File: config.mk
export PLATFORM = sky130hd
export DESIGN_NAME = ascon_fsm_ctrl
export DESIGN_NICKNAME = d
export VERILOG_FILES = /design/src/rtl/ascon_fsm_ctrl.sv
export SDC_FILE = /design/constraint.sdc
export NUM_CORES = 1
export LEC_CHECK = 0
export BUFFER_PORTS_ARGS = -buffer_cell sky130_fd_sc_hd__buf_4
export CAP_MARGIN = 15
export CORE_MARGIN = 4
export CORE_UTILIZATION = 54
export DETAILED_ROUTE_END_ITERATION = 12
export HOLD_SLACK_MARGIN = 0.03
export PLACE_DENSITY = 0.78
export REMOVE_ABC_BUFFERS = 1
export SLEW_MARGIN = 10
export SYNTH_ARGS = -nofsm -noshare
export SYNTH_HDL_FRONTEND = slang
export SYNTH_SLANG_ARGS = --single-unit
File: constraint.sdc
create_clock -name clock_i -period 1.88 [get_ports clock_i]
set_input_delay 0.376 -clock clock_i [delete_from_list [all_inputs] [get_ports clock_i]]
set_output_delay 0.376 -clock clock_i [all_outputs]
set_load 0.01 [all_outputs]
File: src/rtl/ascon_fsm_ctrl.sv
// ascon_fsm_ctrl
// ----------------------------------------------------------------------------
// Sequencing controller for an ASCON-128a permutation datapath. It walks a
// full AEAD encryption (initialisation, associated data, plaintext,
// finalisation), driving the round constant index, the state register enable,
// the input-mux select and both XOR stages. It also owns the block-level
// valid/ready handshake with the data source and flags ciphertext and tag
// availability.
//
// Ports:
//   clock_i         clock
//   reset_i         asynchronous active-low reset
//   start_i         start one encryption (sampled in IDLE or DONE only)
//   block_valid_i   AD or P block present on the datapath data input
//   block_ready_o   controller accepts a block this cycle
//   round_o         round constant index (4 bits)
//   enable_o        state register write enable
//   sel_mux_o       0 = load external initial state, 1 = loop back register
//   ena_xor_up_o    xor data input into the rate
//   key_up_o        finalisation key injection on the first FIN cycle
//   ena_xor_down_o  xor down enable
//   sel_xor_down_o  00 key into S3,S4 / 01 domain separator / 10 key + dom.sep
//   block_type_o    0 = AD, 1 = P (meaningful while block_ready_o is high)
//   cipher_valid_o  rate after xor up is ciphertext this cycle
//   tag_valid_o     register S3,S4 holds the tag
//   done_o          encryption complete
// ----------------------------------------------------------------------------
module ascon_fsm_ctrl #(
   parameter int NB_AD    = 1,
   parameter int NB_P     = 4,
   parameter int ROUNDS_A = 12,
   parameter int ROUNDS_B = 8
) (
   input  logic       clock_i,
   input  logic       reset_i,
   input  logic       start_i,
   input  logic       block_valid_i,
   output logic       block_ready_o,
   output logic [3:0] round_o,
   output logic       enable_o,
   output logic       sel_mux_o,
   output logic       ena_xor_up_o,
   output logic       key_up_o,
   output logic       ena_xor_down_o,
   output logic [1:0] sel_xor_down_o,
   output logic       block_type_o,
   output logic       cipher_valid_o,
   output logic       tag_valid_o,
   output logic       done_o
);

   // Every phase ends on round 11; shorter phases simply start later.
   localparam logic [3:0] LAST_RND = 4'd11;
   localparam logic [3:0] RA_FIRST = 4'(12 - ROUNDS_A);
   localparam logic [3:0] RB_FIRST = 4'(12 - ROUNDS_B);

   localparam int AD_W = (NB_AD < 2) ? 1 : $clog2(NB_AD + 1);
   localparam int P_W  = (NB_P  < 2) ? 1 : $clog2(NB_P + 1);

   localparam logic             HAS_AD  = (NB_AD > 0);
   localparam logic [AD_W-1:0]  AD_LAST = HAS_AD ? AD_W'(NB_AD - 1) : '0;
   localparam logic [P_W-1:0]   P_LAST  = P_W'(NB_P - 1);

   typedef enum logic [2:0] {
      S_IDLE,
      S_INIT,
      S_WAIT_AD,
      S_AD,
      S_WAIT_P,
      S_PT,
      S_FIN,
      S_DONE
   } state_t;

   state_t            state_q, state_d;
   logic [3:0]        round_q, round_d;
   logic [AD_W-1:0]   ad_cnt_q, ad_cnt_d;
   logic [P_W-1:0]    p_cnt_q, p_cnt_d;
   logic              fin_seen_q;   // previous cycle was FIN -> first DONE cycle
   logic              last_rnd;

   assign last_rnd = (round_q == LAST_RND);

   always_ff @(posedge clock_i or negedge reset_i) begin
      if (!reset_i) begin
         state_q    <= S_IDLE;
         round_q    <= '0;
         ad_cnt_q   <= '0;
         p_cnt_q    <= '0;
         fin_seen_q <= 1'b0;
      end else begin
         state_q    <= state_d;
         round_q    <= round_d;
         ad_cnt_q   <= ad_cnt_d;
         p_cnt_q    <= p_cnt_d;
         fin_seen_q <= (state_q == S_FIN);
      end
   end

   always_comb begin
      state_d        = state_q;
      round_d        = round_q;
      ad_cnt_d       = ad_cnt_q;
      p_cnt_d        = p_cnt_q;
      block_ready_o  = 1'b0;
      round_o        = '0;
      enable_o       = 1'b0;
      sel_mux_o      = 1'b0;
      ena_xor_up_o   = 1'b0;
      key_up_o       = 1'b0;
      ena_xor_down_o = 1'b0;
      sel_xor_down_o = 2'b00;
      block_type_o   = 1'b0;
      cipher_valid_o = 1'b0;
      tag_valid_o    = 1'b0;
      done_o         = 1'b0;

      case (state_q)
         S_IDLE: begin
            if (start_i) begin
               state_d  = S_INIT;
               round_d  = RA_FIRST;
               ad_cnt_d = '0;
               p_cnt_d  = '0;
            end
         end

         S_INIT: begin
            enable_o  = 1'b1;
            round_o   = round_q;
            // Only the very first round loads the external initial state.
            sel_mux_o = (round_q != RA_FIRST);
            if (last_rnd) begin
               ena_xor_down_o = 1'b1;
               // Without AD the domain separator is folded into the key xor.
               sel_xor_down_o = HAS_AD ? 2'b00 : 2'b10;
               state_d        = HAS_AD ? S_WAIT_AD : S_WAIT_P;
            end else begin
               round_d = round_q + 4'd1;
            end
         end

         S_WAIT_AD: begin
            block_ready_o = 1'b1;
            block_type_o  = 1'b0;
            if (block_valid_i) begin
               state_d = S_AD;
               round_d = RB_FIRST;
            end
         end

         S_AD: begin
            enable_o     = 1'b1;
            sel_mux_o    = 1'b1;
            round_o      = round_q;
            ena_xor_up_o = (round_q == RB_FIRST);
            if (last_rnd) begin
               ad_cnt_d = ad_cnt_q + AD_W'(1);
               if (ad_cnt_q == AD_LAST) begin
                  ena_xor_down_o = 1'b1;
                  sel_xor_down_o = 2'b01;
                  state_d        = S_WAIT_P;
               end else begin
                  state_d = S_WAIT_AD;
               end
            end else begin
               round_d = round_q + 4'd1;
            end
         end

         S_WAIT_P: begin
            block_ready_o = 1'b1;
            block_type_o  = 1'b1;
            if (block_valid_i) begin
               // The last plaintext block is absorbed by the FIN phase itself.
               if (p_cnt_q == P_LAST) begin
                  state_d = S_FIN;
                  round_d = RA_FIRST;
               end else begin
                  state_d = S_PT;
                  round_d = RB_FIRST;
               end
            end
         end

         S_PT: begin
            enable_o       = 1'b1;
            sel_mux_o      = 1'b1;
            round_o        = round_q;
            ena_xor_up_o   = (round_q == RB_FIRST);
            cipher_valid_o = (round_q == RB_FIRST);
            if (last_rnd) begin
               p_cnt_d = p_cnt_q + P_W'(1);
               state_d = S_WAIT_P;
            end else begin
               round_d = round_q + 4'd1;
            end
         end

         S_FIN: begin
            enable_o       = 1'b1;
            sel_mux_o      = 1'b1;
            round_o        = round_q;
            ena_xor_up_o   = (round_q == RA_FIRST);
            key_up_o       = (round_q == RA_FIRST);
            cipher_valid_o = (round_q == RA_FIRST);
            if (last_rnd) begin
               ena_xor_down_o = 1'b1;
               sel_xor_down_o = 2'b00;
               state_d        = S_DONE;
            end else begin
               round_d = round_q + 4'd1;
            end
         end

         S_DONE: begin
            done_o      = 1'b1;
            tag_valid_o = fin_seen_q;
            if (start_i) begin
               state_d  = S_INIT;
               round_d  = RA_FIRST;
               ad_cnt_d = '0;
               p_cnt_d  = '0;
            end
         end

         default: begin
            state_d = S_IDLE;
         end
      endcase
   end

endmodule

==> results list <==
- The flow ran to the end, but the final reports show violations.
- The final reports fail on setup timing.
- Final Max Slew Viols: 0
* Flip-flop and latch count after synthesis: 12
- For met1 alone, demand over resource in global routing was 0.294.
- Cell count after synthesis: 114
- R2R Setup Slk: -0.05 ns
- GR Util met2: 0.395
* Residual antenna-violating net count after detailed routing: 0
* Combined global-route utilization of all metal layers: 0.226
- First-pass iteration count of the detailed router: 4
* Longest Clk Path Bufs: 2
- Number of antenna violations at the first check in global routing: 0
* Number of distinct library cells after synthesis: 47
- The root buffer cell chosen for the clock tree is clkbuf_4.
* Worst EP required: 1.50 ns
- For this run, the number of standard cells in the final layout without fillers is 185.
- Boundary pin count: 20
- For this run, global-route usage on met3 was measured as 0.0233.
* Ant. Diodes: 0
- Placed cell count: 156
- Post-synth EDFFs: 0
- The average instance in the mapped netlist occupies 8.90 um^2.
- Of the available clock period, the critical path in the final layout requires 1.04.
* Leak Pwr: around 0.75 nW
- Slowest cell on crit path: dfrtp_1
- Detailed placement finished with a half-perimeter wire length of 1.78 mm.
* Leftover overflow at the end of global routing: 0
* Cell with the most instances after synthesis: dfrtp_1
* Number of failing hold endpoints at the final stage: 0
- Clock tree synthesis inserted a total of 3 buffers.
- In this run the critical register-to-register path is launched from round_q[1].
- For this run, the register share of the synthesized area comes to 0.296.
- At the end of routability-driven placement, the weighted congestion stood at 0.906.
* Post-synth top area share: 0.296
- The worst register-to-register path has a depth of 11.
- The die covers roughly 2600 um^2.
* Count of synthesis-stage warnings from yosys: 0
- Biggest area contributors in the synthesized netlist: dfrtp_1 (30%), ha_1 (4.9%), a22o_1 (4.3%)
* Commonest cells in the synthesized netlist: dfrtp_1 (12), nor2_1 (10), nand2_1 (8), a21oi_1 (6), inv_1 (6)
- Clock tree from TritonCTS: yes
* Crit path max fanout: 3
* Crit end category: output pin
- CTS Sinks: 12
- In the synthesized netlist the async set-or-reset flop fraction comes to 1.00.
* Hold Path Class: primary input to async pin
* Clock period minus final worst setup slack: a little under 2 ns
* Setup repair after global routing missed its margin: true
* Final worst hold slack: about 0.47 ns
* Most used DFF post-synth: dfrtp_1
- Netlist area before placement: 1010 um^2
- The via count of the first global-routing pass was roughly 950.
- Power spread over the standard cell area amounts to 1480 nW/um^2.
- On the final layout, the worst clock skew is about 0.0097 ns.
- Vias/cell: 6.26
* Placeable core area: 1750 um^2
- Final setup violation count: 4
* Capture point of the worst reg-to-reg path: state_q[2]
* Startpoint type of the worst setup path: flop
* Die width: around 51 um
- First-pass GRT wire length: 4.45 mm
* Cell Chain, Critical Path: ha_4, nand3b_4, or3_4, nor2_4, buf_6
- Input and output buffers added on the ports amount to 18.
- Insertion delay of the later-clocked pin in the worst-skew pair: 0.28 ns
- Signal arrival time at the worst endpoint: about 1.6 ns
- Static timing analysis puts the maximum clock frequency at 511 MHz.
- Clock input transition at the sequential cells of the worst setup and hold paths: 0.08 ns
* DR DRC count: 0
- Global routing's busiest layer: met2
- Entering global routing, the biggest net connects 13 pins.
- The largest single stage delay on the critical path is 0.46 ns.
- The synthesized design spends more area on one cell type than any other, namely dfrtp_1.
- For this configuration, the core starts out at a cell density of 0.581.
- Across the run, the number of max-cap violations was 0.
- Dividing the detail-routed wire length by the instance count gives 19.8 um.
* Proportion of layout cells with a drive suffix above 1: 0.525
* Layout area overhead: 47.6%
- Setup WS post-layout: -0.0781 ns
- At the placement stage, the worst setup path has a slack of 0.109 ns.
- Final Net Count: 170
- Via total after detailed routing: 1,159
- The critical path is of the flop to output pin type.
- Measured along the y axis, the die boundary spans 51.4 um.
* Sum of routed wire length over all layers: 3.66 mm
- CTS H-Tree Depth: 1
- The worst-case IR drop observed on VDD is ~0.0012 V.
* FP Rows: 15
* Starting DRT DRC Count: 76
final cells by class:
type | instances | area, um^2
clock buffers | 3 | 22.5
fillers | 88 | 248
inverters | 9 | 36.3
multi-input cells | 85 | 704
flip-flops and latches | 12 | 303
well taps | 25 | 31.3
repair buffers | 51 | 400
power by group:
part	internal, W	switching (W)	leakage [nW]
registers	0.000344	0.000129	0.153
clock network	0.0000742	0.0000867	0.0138
logic	0.000786	0.000790	0.582
state kept, by name (all words and copies together), names as in the netlist:
signal and cells:
ad_cnt_q 1, fin_seen_q 1, p_cnt_q 3, round_q 4, state_q 3
stage by stage:
step | cell area [um^2] | util | total power, W | setup TNS, ns
after floorplan | 957 | - | 0.00115 | 0
after global placement | 1180 | 0.674 | 0.00150 | 0
after detailed placement | 1180 | 0.674 | 0.00153 | 0
after CTS | 1350 | 0.771 | 0.00184 | -0.0148
after global routing | 1500 | 0.858 | 0.00233 | -0.430
final | 1500 | 0.858 | 0.00221 | -0.223
worst max-delay path: cells and delay by family (launching register included):
kind	cells	cell delay [ns]
adders and majority gates	1	0.19
DFF	1	0.46
and+or+nand+nor	3	0.55
buffers and inverters	1	0.11
worst max-delay path by stage:
stage	start	to	depth (start not counted)
after floorplan	state_q[2]	key_up_o	3
after global placement	round_q[0]	sel_xor_down_o[0]	5
after detailed placement	round_q[0]	sel_xor_down_o[0]	5
after CTS	round_q[1]	sel_xor_down_o[0]	5
after global routing	round_q[0]	sel_mux_o	6
final	round_q[1]	sel_xor_down_o[0]	5
routing by layer:
metal	vias up	wire, um
met3	22	328
li1	502	-
met1	543	1440
met5	-	0
met4	0	142
met2	92	1750
layout by cell type, fill, tap and decap left out, drive strengths merged, types with 3 or more instances in the layout:
cell type,synthesis,final
buf,8,50
nand3,5,5
nor2,12,12
dfrtp,12,12
nand2,9,9
a31oi,4,4
nand2b,3,3
inv,9,9
ha,4,4
xnor2,3,3
a21oi,6,6
a22o,5,5
a211o,3,3
clkbuf,0,3
logic make-up after synthesis:
logic type / count (synthesis) / synth area share
xor+xnor: 3 / 0.0444
other cells: 1 / 0.00370
buf+inv: 17 / 0.0925
mux: 3 / 0.0358
simple gates: 40 / 0.216
flops: 12 / 0.296
compound gates: 34 / 0.263
fa+ha+maj: 4 / 0.0493
timing repair:
item / CTS / global route
setup buffers: 12 / 13
hold buffers: 1 / 0
setup endpoints to repair: 11 / 10
cloned: 0 / 0
pin swaps: 3 / 6
endpoints found under the hold margin: 12 / 0
gates resized for setup: 11 / 15
(Power assumes the default switching activity.)
